### src/rtl/mem_byte_responder.sv
// Byte-wide external bus responder: serves core fetches, word/byte reads and
// byte-masked writes as a sequence of wait-stated byte beats, then pulses done.
module mem_byte_responder #(
  parameter int RV   = 32,
  parameter int VA   = RV,
  parameter int WAIT = 1
) (
  input  logic                 clk,
  input  logic                 reset,
  input  logic [VA-2:0]        pc,
  input  logic                 ifetch,
  input  logic [VA-RV/16-1:0]  addr,
  input  logic [1:0]           rstrobe,
  input  logic [RV/8-1:0]      wmask,
  input  logic [RV-1:0]        wdata,
  input  logic                 io_access,
  output logic                 idone,
  output logic [15:0]          idata,
  output logic                 rdone,
  output logic [RV-1:0]        rdata,
  output logic                 wdone,
  output logic [VA-1:0]        mem_a,
  output logic [7:0]           mem_d_out,
  input  logic [7:0]           mem_d_in,
  output logic                 mem_oe,
  output logic                 mem_we,
  output logic                 io_sel
);

  localparam int NB  = RV / 8;
  localparam int LW  = $clog2(NB);
  localparam int LCW = LW + 1;

  localparam logic [2:0]    WAIT3      = 3'(WAIT);
  localparam logic [NB-1:0] FETCH_MASK = NB'(2'b11);
  localparam logic [NB-1:0] ALL_MASK   = {NB{1'b1}};

  typedef enum logic [1:0] {S_IDLE, S_BEAT, S_DONE} state_t;
  typedef enum logic [1:0] {K_FETCH, K_READ, K_WRITE} kind_t;

  function automatic logic [LCW-1:0] first_set(input logic [NB-1:0] m);
    logic [LCW-1:0] r;
    r = {LCW{1'b0}};
    for (int i = NB - 1; i >= 0; i--) begin
      if (m[i]) r = LCW'(i);
    end
    return r;
  endfunction

  function automatic logic [NB-1:0] lane_bit(input logic [LCW-1:0] idx);
    logic [NB-1:0] r;
    r = {NB{1'b0}};
    for (int i = 0; i < NB; i++) begin
      if (idx == LCW'(i)) r[i] = 1'b1;
    end
    return r;
  endfunction

  function automatic logic [7:0] get_byte(input logic [RV-1:0] w, input logic [LCW-1:0] idx);
    logic [7:0] r;
    r = 8'h00;
    for (int i = 0; i < NB; i++) begin
      if (idx == LCW'(i)) r = w[8*i +: 8];
    end
    return r;
  endfunction

  function automatic logic [RV-1:0] put_byte(input logic [RV-1:0] w, input logic [LCW-1:0] idx,
                                             input logic [7:0] b);
    logic [RV-1:0] r;
    r = w;
    for (int i = 0; i < NB; i++) begin
      if (idx == LCW'(i)) r[8*i +: 8] = b;
    end
    return r;
  endfunction

  function automatic logic [VA-1:0] lane_addr(input logic [VA-1:0] base, input logic [LCW-1:0] idx);
    return base + {{(VA-LCW){1'b0}}, idx};
  endfunction

  state_t          state_q, state_d;
  kind_t           kind_q, kind_d;
  logic [VA-1:0]   base_q, base_d;
  logic [RV-1:0]   wdata_q, wdata_d;
  logic [NB-1:0]   pend_q, pend_d;
  logic [LCW-1:0]  lane_q, lane_d;
  logic [1:0]      rstrobe_q, rstrobe_d;
  logic            io_q, io_d;
  logic [2:0]      wait_q, wait_d;
  logic            gap_q, gap_d;
  logic [RV-1:0]   word_q, word_d;
  logic            idone_q, idone_d, rdone_q, rdone_d, wdone_q, wdone_d;
  logic [15:0]     idata_q, idata_d;
  logic [RV-1:0]   rdata_q, rdata_d;
  logic [VA-1:0]   mem_a_q, mem_a_d;
  logic [7:0]      mem_d_out_q, mem_d_out_d;
  logic            mem_oe_q, mem_oe_d, mem_we_q, mem_we_d, io_sel_q, io_sel_d;

  logic            req_valid_s;
  kind_t           req_kind_s;
  logic [VA-1:0]   req_base_s;
  logic [NB-1:0]   req_pend_s;
  logic            req_io_s;
  logic [LCW-1:0]  req_lane_s;
  logic [NB-1:0]   pend_nx_s;
  logic [LCW-1:0]  lane_nx_s;
  logic [RV-1:0]   word_nx_s;

  // Arbitration: write beats read beats fetch; losers simply stay pending.
  always_comb begin
    req_valid_s = 1'b1;
    req_kind_s  = K_FETCH;
    req_base_s  = {pc, 1'b0};
    req_pend_s  = FETCH_MASK;
    req_io_s    = 1'b0;
    if (|wmask) begin
      req_kind_s = K_WRITE;
      req_base_s = {addr, {(RV/16){1'b0}}};
      req_pend_s = wmask;
      req_io_s   = io_access;
    end else if (|rstrobe) begin
      req_kind_s = K_READ;
      req_base_s = {addr, {(RV/16){1'b0}}};
      req_pend_s = ALL_MASK;
      req_io_s   = io_access;
    end else if (ifetch) begin
      req_kind_s = K_FETCH;
    end else begin
      req_valid_s = 1'b0;
    end
    req_lane_s = first_set(req_pend_s);
  end

  // End-of-beat bookkeeping: remaining lanes, next lane and the assembled word.
  always_comb begin
    pend_nx_s = pend_q & ~lane_bit(lane_q);
    lane_nx_s = first_set(pend_nx_s);
    word_nx_s = put_byte(word_q, lane_q, mem_d_in);
  end

  // Next-state and registered-output logic.
  always_comb begin
    state_d     = state_q;
    kind_d      = kind_q;
    base_d      = base_q;
    wdata_d     = wdata_q;
    pend_d      = pend_q;
    lane_d      = lane_q;
    rstrobe_d   = rstrobe_q;
    io_d        = io_q;
    wait_d      = wait_q;
    gap_d       = gap_q;
    word_d      = word_q;
    idone_d     = 1'b0;
    rdone_d     = 1'b0;
    wdone_d     = 1'b0;
    idata_d     = idata_q;
    rdata_d     = rdata_q;
    mem_a_d     = mem_a_q;
    mem_d_out_d = mem_d_out_q;
    mem_oe_d    = mem_oe_q;
    mem_we_d    = mem_we_q;
    io_sel_d    = io_sel_q;
    case (state_q)
      S_IDLE: begin
        if (req_valid_s) begin
          state_d   = S_BEAT;
          kind_d    = req_kind_s;
          base_d    = req_base_s;
          pend_d    = req_pend_s;
          lane_d    = req_lane_s;
          wdata_d   = wdata;
          rstrobe_d = rstrobe;
          io_d      = req_io_s;
          wait_d    = WAIT3;
          gap_d     = 1'b0;
          mem_a_d   = lane_addr(req_base_s, req_lane_s);
          mem_we_d  = (req_kind_s == K_WRITE);
          mem_oe_d  = (req_kind_s != K_WRITE);
          io_sel_d  = req_io_s;
          if (req_kind_s == K_WRITE) begin
            mem_d_out_d = get_byte(wdata, req_lane_s);
          end else begin
            mem_d_out_d = mem_d_out_q;
          end
        end else begin
          mem_oe_d = 1'b0;
          mem_we_d = 1'b0;
          io_sel_d = 1'b0;
        end
      end
      S_BEAT: begin
        if (gap_q) begin
          // Address and data were set up during the gap; now strobe the write.
          gap_d    = 1'b0;
          mem_we_d = 1'b1;
        end else if (wait_q != 3'd0) begin
          wait_d = wait_q - 3'd1;
        end else begin
          if (kind_q != K_WRITE) begin
            word_d = word_nx_s;
          end else begin
            word_d = word_q;
          end
          if (pend_nx_s == {NB{1'b0}}) begin
            state_d  = S_DONE;
            pend_d   = {NB{1'b0}};
            lane_d   = {LCW{1'b0}};
            mem_oe_d = 1'b0;
            mem_we_d = 1'b0;
            io_sel_d = 1'b0;
            case (kind_q)
              K_FETCH: begin
                idone_d = 1'b1;
                idata_d = word_nx_s[15:0];
              end
              K_READ: begin
                rdone_d = 1'b1;
                rdata_d = (rstrobe_q == 2'b10) ? {8'h00, word_nx_s[RV-1:8]} : word_nx_s;
              end
              K_WRITE: wdone_d = 1'b1;
              default: state_d = S_IDLE;
            endcase
          end else begin
            pend_d  = pend_nx_s;
            lane_d  = lane_nx_s;
            wait_d  = WAIT3;
            mem_a_d = lane_addr(base_q, lane_nx_s);
            if (kind_q == K_WRITE) begin
              mem_d_out_d = get_byte(wdata_q, lane_nx_s);
              mem_we_d    = 1'b0;
              gap_d       = 1'b1;
            end else begin
              mem_d_out_d = mem_d_out_q;
            end
          end
        end
      end
      S_DONE: begin
        state_d = S_IDLE;
      end
      default: begin
        state_d  = S_IDLE;
        mem_oe_d = 1'b0;
        mem_we_d = 1'b0;
        io_sel_d = 1'b0;
      end
    endcase
  end

  // State and output registers; reset aborts any transaction without a done.
  always_ff @(posedge clk) begin
    if (reset) begin
      state_q     <= S_IDLE;
      kind_q      <= K_FETCH;
      base_q      <= {VA{1'b0}};
      wdata_q     <= {RV{1'b0}};
      pend_q      <= {NB{1'b0}};
      lane_q      <= {LCW{1'b0}};
      rstrobe_q   <= 2'b00;
      io_q        <= 1'b0;
      wait_q      <= 3'd0;
      gap_q       <= 1'b0;
      word_q      <= {RV{1'b0}};
      idone_q     <= 1'b0;
      rdone_q     <= 1'b0;
      wdone_q     <= 1'b0;
      idata_q     <= 16'h0000;
      rdata_q     <= {RV{1'b0}};
      mem_a_q     <= {VA{1'b0}};
      mem_d_out_q <= 8'h00;
      mem_oe_q    <= 1'b0;
      mem_we_q    <= 1'b0;
      io_sel_q    <= 1'b0;
    end else begin
      state_q     <= state_d;
      kind_q      <= kind_d;
      base_q      <= base_d;
      wdata_q     <= wdata_d;
      pend_q      <= pend_d;
      lane_q      <= lane_d;
      rstrobe_q   <= rstrobe_d;
      io_q        <= io_d;
      wait_q      <= wait_d;
      gap_q       <= gap_d;
      word_q      <= word_d;
      idone_q     <= idone_d;
      rdone_q     <= rdone_d;
      wdone_q     <= wdone_d;
      idata_q     <= idata_d;
      rdata_q     <= rdata_d;
      mem_a_q     <= mem_a_d;
      mem_d_out_q <= mem_d_out_d;
      mem_oe_q    <= mem_oe_d;
      mem_we_q    <= mem_we_d;
      io_sel_q    <= io_sel_d;
    end
  end

  assign idone     = idone_q;
  assign rdone     = rdone_q;
  assign wdone     = wdone_q;
  assign idata     = idata_q;
  assign rdata     = rdata_q;
  assign mem_a     = mem_a_q;
  assign mem_d_out = mem_d_out_q;
  assign mem_oe    = mem_oe_q;
  assign mem_we    = mem_we_q;
  assign io_sel    = io_sel_q;

endmodule

### config.mk
export PLATFORM = sky130hd
export DESIGN_NAME = mem_byte_responder
export DESIGN_NICKNAME = d
export VERILOG_FILES = /design/src/rtl/mem_byte_responder.sv
export SDC_FILE = /design/constraint.sdc
export NUM_CORES = 1
export LEC_CHECK = 0
export ABC_AREA = 0
export CORE_MARGIN = 1
export CORE_UTILIZATION = 50
export CTS_CLUSTER_DIAMETER = 80
export DETAILED_ROUTE_END_ITERATION = 8
export DONT_BUFFER_PORTS = 1
export GPL_ROUTABILITY_DRIVEN = 0
export GPL_TIMING_DRIVEN = 0
export HOLD_SLACK_MARGIN = 0.05
export PLACE_DENSITY_LB_ADDON = 0.08
export SLEW_MARGIN = 5
export SYNTH_ARGS = -nofsm -noshare
export SYNTH_HDL_FRONTEND = slang
export SYNTH_SLANG_ARGS = --single-unit
export TNS_END_PERCENT = 20
### constraint.sdc
create_clock -name clk -period 3.87 [get_ports clk]
set_input_delay 0.1935 -clock clk [delete_from_list [all_inputs] [get_ports clk]]
set_output_delay 0.1935 -clock clk [all_outputs]
set_load 0.01 [all_outputs]
# --- Word-level counts from Yosys, hierarchy flattened ---
# Index checks and enable logic that the tools add are counted.
# W data, S select, Z words.
totals:
  reg_bits: 207
  inputBits: 111
  output_inout_bits: 94
classes:
  n_eq_ne: 27
  add_sub_neg: 3
  muxes: 90
  n_bitwise: 7
  n_reduce_logical: 24
ops:
  columns: ["cell", "n"]
  rows:
  - ["$mux W32", 7]
  - ["$mux W8", 18]
  - ["$add A32 B3 Y32", 2]
  - ["$pmux W32 S2", 1]
  - ["$mux W3", 14]
  - ["$mux W1", 27]
  - ["$mux W4", 6]
  - ["$reduce_and A4 Y1", 5]
  - ["$eq A3 B2 Y1 const B", 6]
  - ["$ne A2 B2 Y1 const B", 9]
  - ["$mux W2", 8]
  - ["$pmux W8 S2", 1]
  - ["$reduce_and A5 Y1", 3]
  - ["$pmux W3 S2", 2]
  - ["$eq A3 B1 Y1 const B", 3]
  - ["$logic_not A3 Y1", 3]
  - ["$pmux W1 S3", 3]
  - ["$eq A2 B2 Y1 const B", 4]
  - ["$pmux W4 S2", 1]
  - ["$reduce_and A7 Y1", 1]
  - ["$ne A3 B3 Y1 const B", 2]
  - ["$not A1 Y1", 5]
  - ["$reduce_or A5 Y1", 1]
  - ["$and A4 B4 Y4", 1]
  - ["other kinds (15)", 18]

# --- Depth between registers and ports, before layout ---
# Gate-level depths: netlist of the first run.
depth:
  depth_word: 18
  ltp_mapped: 16

# --- Least setup slack after synthesis of the first run ---
# Ideal clock, no wire load.
synth_timing:
  path_type: "input to register"
  startpoint: "in wmask[0]"
  endpoint: "reg mem_a_q[21], in the netlist mem_a[21]"
  t_required_ns: 3.738
  path_slack_ns: 0.287
  t_arrival_ns: 3.451
  cell_stages: 16
  cell_sequence: "buf_6 > or4_1 > buf_2 > nor2_2 > buf_2 > buf_2 > nand2_1 > nand2_1 > ha_1 > nand3_1 > or4_4 > a222oi_1 > nand3_1 > xor2_1 > a22oi_1 > a21oi_1"
synth_via:
  word_cells_on_any_way: 13
  cone_classes: "add/sub (1); eq/ne (1); mux (9); reduce/logical (2)"
synth_rtl:
  columns: ["element", "line_no", "source"]
  rows:
  - ["from (decl)", "14", "input logic [RV/8-1:0] wmask,"]
  - ["$reduce_or A4 Y1", "117", "if (|wmask) begin"]
  - ["$mux W32", "117", null]
  - ["net req_base_s[2]", "102", "logic [VA-1:0] req_base_s;"]
  - ["$add A32 B3 Y32", "79", "return base + {{(VA-LCW){1'b0}}, idx};"]
  - ["$mux W32", "167", "if (req_valid_s) begin"]
  - ["$pmux W32 S2", "165", "case (state_q)"]
  - ["to (signal assigned)", "271", "mem_a_q <= {VA{1'b0}};"]
  - ["to (signal assigned)", "293", "mem_a_q <= mem_a_d;"]
  - ["to (decl)", "96", "logic [VA-1:0] mem_a_q, mem_a_d;"]
# The timed path passes the listed nets, and every way through them passes these cells. The select of a mux whose other input is x is not followed.
# A chain may end at the register's enable or synchronous reset.

# --- Worst setup path in the final report of the first run ---
layout_timing:
  startpoint: "in wmask[0]"
  endpoint: "reg mem_a_q[15], in the netlist mem_a[15]"
# Same word-level chain as after synthesis.

==> results.py, run 1 <==
metrics = {
    "power_and_ir_drop": {
        "peakVddDrop_mv": 0.3543,
        "power_mw": 6.535,
        "power_frac_seq_pct": 39.8,
        "powerDensity_nw_per_um2": 507.7,
        "power_leakage_nw": 4.666,
        "sw_frac_of_total_pct": 34.03,
        "switchingPower_mw": 2.224,
        "clkPwrFrac_pct": 35.7,
        "internal-power_mw": 4.311,
        "combPwrFrac_pct": 24.5,
    },
    "sta": {
        "slew-limit-headroom_pct": 36.04,
        "finalMaxSlewViolations": 0,
        "setup_ws_ns": 0.01006,
        "setup_viol": 0,
        "fmax_mhz": 259.1,
        "timing.setup.tns_ns": 0,
        "finalCriticalPeriod_ns": 3.860,
        "hold_viol_final": 0,
        "grt_setup_unrepaired": "yes",
        "tightest_slew_ns": 0.9558,
        "skew_ns": 0.01696,
        "fin_crit_sh_pct": 99.74,
    },
    "floorplan": {
        "die_w_um": 149.9,
        "die_h_um": 149.9,
        "die_area_um2": 22480,
        "rows": 53,
        "ios": 205,
        "core_um2": 21220,
        "initial_utilization_pct": 51.56,
    },
    "global_route": {
        "grt_pass1_vias": 10940,
        "grt-ovfl-total": 0,
        "track_usage_pct": 34.91,
        "antenna_found_initial": 0,
        "grt_max_degree": 13,
        "grt_pass1_wl_mm": 60.55,
    },
    "placed_design": {
        "placed_area_um2": 11290,
        "hpwlAfterDp_mm": 28.69,
        "place_ws_ns": -0.8849,
        "port_buffers": 0,
    },
    "yosys": {
        "netlist.area_leader.share_pct": 37.51,
        "synth_warnings": 0,
        "yosysTopAreaCell": "dfxtp_1",
        "synth-edff-count": 0,
        "syn_area_um2": 10940,
        "ys_async_sr_fraction_pct": 0,
        "syn_inst": 1431,
        "ys_seq_area_share_pct": 37.51,
        "yosys-top-cells-area": "dfxtp_1, nand2_1, a21oi_1",
        "synth_ff_type": "dfxtp_1",
        "ys_types": 68,
        "syn_area_per_cell_um2": 7.645,
        "synth-seq-cells": 205,
        "syn-num-nets": 1549,
    },
    "critical_path": {
        "critical_path_class": "in2reg",
        "cp_max_fo": 10,
        "reg2reg_from": "pend_q[3]",
        "end_kind": "flop",
        "r2r_setup_slack_ns": 0.48,
        "critPathArrivalTime_ns": 4.23,
        "r2r_end": "mem_a[24]",
        "crit_required_ns": 4.24,
        "worstSetupStartpointType": "input port",
        "reg2reg_depth": 11,
    },
    "clocking": {
        "cts_tree": "built",
        "htreeDepth": 1,
        "clockBufferDepth": 3,
        "cts_sinks": 205,
        "cts_root_buf": "clkbuf_16",
        "clk_pin_slew_ns": 0.06,
        "clock_latency_ns": 0.52,
        "cts_made_buffers": 24,
    },
    "detailed_routing": {
        "wl_per_cell_um": 21.85,
        "via_count": 11430,
        "wl_mm": 39.81,
        "vias_per_cell": 6.273,
        "ant_nets": 0,
        "drtIter0Drc": 1163,
        "drcViolationCount": 0,
        "drt_first_pass_iters": 8,
    },
    "status": {
        "outcome": "complete, no violations",
    },
    "layout": {
        "area_delta_synth_final_pct": 17.66,
        "finalNetCount": 1648,
        "final_cell_mix": "nand2_1, dfxtp_1, nor2_1",
        "n_antenna_cell": 0,
        "nFillCells": 2038,
        "layout_commonest_cell": "nand2_1",
        "drive_gt1_share_pct": 5.430,
        "finalInstanceArea_um2": 12870,
    },
    "hold_path": {
        "holdCritStartpoint": "mem_d_in[3]",
        "hold_depth": 2,
        "holdPathEnd": "idata[3]",
        "hp-class": "in2reg",
    },
    "run": {
        "maxCapViolations": 0,
    },
}
==> kinds of logic (layout without fill, tap and decap cells) <==
group | count (synthesis) | after routing | synth area share [%]
AND/OR/NAND/NOR | 615 | 615 | 25.57
adder cells (fa/ha/maj) | 7 | 7 | 0.8005
multiplexers | 80 | 80 | 7.411
XOR/XNOR | 52 | 52 | 4.163
AO/OA/AOI/OAI | 343 | 343 | 19.85
buffers and inverters | 129 | 245 | 4.689
flip-flops | 205 | 205 | 37.51
==> cell type report <==
| cell class | count | area (µm²) | area share (%) |
|---|---|---|---|
| sequential | 205 | 4104 | 31.88 |
| timing repair buffer | 73 | 723.2 | 5.618 |
| buffer | 108 | 439.2 | 3.412 |
| multi-input combinational | 1097 | 6372 | 49.50 |
| tap | 275 | 344.1 | 2.673 |
| inverter | 21 | 78.83 | 0.6124 |
| clock buffer | 36 | 716.9 | 5.570 |
| clock inverter | 7 | 93.84 | 0.7290 |
==> power groups by stage <==
stage / combinational [mW] / clock [mW] / sequential [mW]
3_3_place_gp: 1.47 / 0 / 2.64
6_report: 1.60 / 2.33 / 2.60
4_1_cts: 1.56 / 2.35 / 2.60
3_5_place_dp: 1.48 / 0 / 2.64
5_1_grt: 1.74 / 2.43 / 2.63
2_1_floorplan: 1.07 / 0 / 2.58
==> routing by layer <==
layer | share of wire [%] | vias up | GRT usage (%) | wire (µm)
met5 | 0 | - | 0 | 0
li1 | - | 5280 | - | -
met3 | 11 | 149 | 9.238 | 4378
met2 | 43 | 684 | 54.14 | 17110
met1 | 41 | 5317 | 45.13 | 16450
met4 | 4.7 | 0 | 15.86 | 1878
==> flip-flops by register name, summed over array words and instances, names as in the netlist, 4 cells and up <==
register   flops
pend_q         4
rdata         32
base_q        31
wdata_q       32
word_q        32
idata         16
mem_d_out      8
mem_a         32
==> timing repair <==
item / CTS / global route
pin swaps: 2 / 1
buffers inserted: 2 / 1
setup endpoints to repair: 16 / 12
gates resized for setup: 4 / 6
endpoints found under the hold margin: 83 / 0
hold buffers: 70 / 0
==> synth_stat cells, types with 5 or more instances <==
library cell / number
a211o_1: 5
a211oi_1: 57
a21oi_1: 148
a22oi_1: 8
a311oi_1: 8
a31oi_1: 8
and2_1: 10
and3_1: 16
and4_1: 6
buf_1: 10
buf_2: 11
clkbuf_1: 84
dfxtp_1: 205
ha_1: 7
inv_1: 21
mux2_2: 8
mux2i_1: 72
nand2_1: 243
nand2b_1: 8
nand3_1: 80
nand4_1: 19
nor2_1: 151
nor2b_1: 10
nor3_1: 41
nor4_1: 5
o211ai_1: 25
o21ai_0: 33
o22ai_1: 11
o32ai_1: 5
or3_1: 6
xnor2_1: 34
xor2_1: 18
==> how the worst max path moves through the flow <==
stage          startpoint         to  slack [ns]  depth (start not counted)
6_report         wmask[0]  mem_a[15]        0.01                         15
4_1_cts          wmask[0]  mem_a[31]        0.03                         16
5_1_grt          wmask[0]  mem_a[15]       -0.09                         15
2_1_floorplan    wmask[0]  mem_a[21]        0.29                         16
3_3_place_gp     wmask[0]  mem_a[29]       -0.94                         14
3_5_place_dp     wmask[0]  mem_a[29]       -0.88                         14
==> worst max-delay path: stages <==
cell and delay [ns]:
buf_6 0.12, nor4_4 0.54, buf_2 0.38, clkbuf_2 0.36, and3_1 0.24, ha_1 0.32, ha_1 0.23, nand3_1 0.12
or4_4 0.48, a222oi_1 0.30, buf_4 0.19, nor2b_1 0.15, xnor2_1 0.08, a211oi_1 0.42, nor3_1 0.10
==> stage by stage <==
stage	std cells	utilization [%]	hold WS [ns]
finish	1822	60.66	0.05560
global route	1822	60.66	0.05473
CTS	1821	60.46	0.05047
detailed placement	1706	53.20	0.3361
global placement	1706	53.18	0.3320
floorplan	1431	-	0.3295
Note: power is estimated with default switching activity, not from simulation.
==> run 2, diff against run 1 <==
==> constraint.sdc (replaced) <==
create_clock -name clk -period 5 [get_ports clk]
set_input_delay 0.25 -clock clk [delete_from_list [all_inputs] [get_ports clk]]
set_output_delay 0.25 -clock clk [all_outputs]
set_load 0.01 [all_outputs]
==> results.py, run 2 (synthesis results as in run 1) <==
metrics = {
    "status": {
        "outcome": "complete, no violations",
    },
    "global_route": {
        "grt_pass1_vias": 10840,
        "antenna_found_initial": 0,
        "grt_max_degree": 13,
        "grt_pass1_wl_mm": 60.07,
        "track_usage_pct": 34.66,
        "grt-ovfl-total": 0,
    },
    "power_and_ir_drop": {
        "sw_frac_of_total_pct": 33.98,
        "clkPwrFrac_pct": 35.8,
        "combPwrFrac_pct": 24.2,
        "peakVddDrop_mv": 0.2736,
        "internal-power_mw": 3.326,
        "powerDensity_nw_per_um2": 399.0,
        "switchingPower_mw": 1.712,
        "power_leakage_nw": 4.550,
        "power_frac_seq_pct": 40.0,
    },
    "layout": {
        "final_util_pct": 59.50,
        "n_antenna_cell": 0,
        "layout_commonest_cell": "nand2_1",
        "final_cell_mix": "nand2_1, dfxtp_1, nor2_1",
        "area_delta_synth_final_pct": 15.41,
        "drive_gt1_share_pct": 4.915,
        "nFillCells": 2067,
        "finalNetCount": 1627,
    },
    "sta": {
        "fmax_mhz": 217.0,
        "finalCriticalPeriod_ns": 4.609,
        "hold_viol_final": 0,
        "skew_ns": 0.01611,
        "setup_viol": 0,
        "grt_setup_unrepaired": "no",
        "fin_crit_sh_pct": 92.17,
        "slew-limit-headroom_pct": 20.52,
        "tightest_slew_ns": 1.181,
        "finalMaxSlewViolations": 0,
        "timing.setup.tns_ns": 0,
    },
    "critical_path": {
        "max_stage_delay_ns": 0.72,
        "worstSetupStartpointType": "input port",
        "critPathTopFamily": "simple AND/OR/NAND/NOR gates",
        "cp.buffers_inverters": 3,
        "crit_slowest_cell": "a222oi_1",
        "critical_path_class": "in2reg",
        "end_kind": "flop",
        "crit_required_ns": 5.43,
        "cp_max_fo": 10,
        "crit_chain": "buf_6, nor4_4, clkbuf_1, clkbuf_1, and3_1, ha_1, ha_1, nand3_1, or4_4, a222oi_1, nand4_1, xor2_1, nand2_1, a31oi_1",
        "critPathArrivalTime_ns": 5.04,
    },
    "clocking": {
        "clockBufferDepth": 3,
        "cts_resized": 0,
        "cts_tree": "built",
        "clock_latency_ns": 0.52,
        "htreeDepth": 1,
        "cts_root_buf": "clkbuf_16",
        "postCtsSetupRepairBufs": 0,
        "cts_sinks": 205,
        "clk_pin_slew_ns": 0.06,
        "ctsHoldBuffers": 52,
        "cts_made_buffers": 24,
    },
    "detailed_routing": {
        "drcViolationCount": 0,
        "wl_mm": 39.56,
        "drtIter0Drc": 1030,
        "vias_per_cell": 6.263,
        "ant_nets": 0,
        "drt_first_pass_iters": 6,
        "wl_per_cell_um": 21.96,
        "via_count": 11280,
    },
    "floorplan": {
        "die_w_um": 149.9,
        "ios": 205,
        "core_um2": 21220,
        "die_h_um": 149.9,
        "die_area_um2": 22480,
        "initial_utilization_pct": 51.56,
        "rows": 53,
    },
    "run": {
        "maxCapViolations": 0,
    },
    "placed_design": {
        "port_buffers": 0,
        "hpwlAfterDp_mm": 28.69,
    },
    "hold_path": {
        "hp-class": "in2reg",
    },
}
-- run 2: changes by cell type in the layout (fill, tap and decap cells not counted), sizes merged --
cell / previous run / this run
dlygate4sd3: 70 / 52
buf: 27 / 24
-- run 2: worst min-delay path, stage by stage --
cell and delay (ns):
nand3_1 0.05, mux2i_1 0.14, o31ai_1 0.10
-- run 2: power groups by stage --
stage | registers (mW) | clock network (mW) | logic, mW
6_report | 2.01 | 1.80 | 1.22
5_1_grt | 2.04 | 1.88 | 1.33
4_1_cts | 2.01 | 1.82 | 1.19
3_5_place_dp | 2.05 | 0 | 1.15
3_3_place_gp | 2.04 | 0 | 1.14
2_1_floorplan | 2.00 | 0 | 0.824
-- run 2: layout make-up --
| type | instances | area (µm²) | share of cell area, % |
|---|---|---|---|
| Clock inverter | 7 | 93.84 | 0.7432 |
| Tap cell | 275 | 344.1 | 2.725 |
| Inverter | 21 | 78.83 | 0.6243 |
| Sequential cell | 205 | 4104 | 32.50 |
| Clock buffer | 36 | 716.9 | 5.678 |
| Timing Repair Buffer | 52 | 520.5 | 4.122 |
| Multi-Input combinational cell | 1097 | 6334 | 50.16 |
| Buffer | 108 | 434.2 | 3.439 |
-- run 2: worst paths after layout --
check                   start     endpoint  slack, ns  cells past startpoint
setup reg to reg    lane_q[0]    mem_a[24]       0.87                     12
hold / removal       addr[16]    mem_a[18]       0.07                      3
setup / recovery     wmask[0]    mem_a[29]       0.39                     14
hold reg to reg   wdata_q[30]  wdata_q[30]       0.45                      2
-- run 2: stage by stage --
stage,total power [mW],setup WS [ns],instances,area [µm²],hold WS [ns]
finish,5.037,0.3914,1801,12630,0.07428
global placement,3.177,0.1370,1706,11280,0.3885
detailed placement,3.194,0.1887,1706,11290,0.3926
floorplan,2.821,1.360,1431,10940,0.3860
global route,5.249,0.2817,1801,12630,0.1022
CTS,5.026,0.6837,1801,12620,0.06561
-- run 2: routing by layer --
metal	part of all wire, %	track usage [%]	wire length [µm]
met1	42	44.94	16470
met2	43	53.75	17070
met3	11	9.146	4253
met4	4.5	15.45	1765
met5	0	0	0
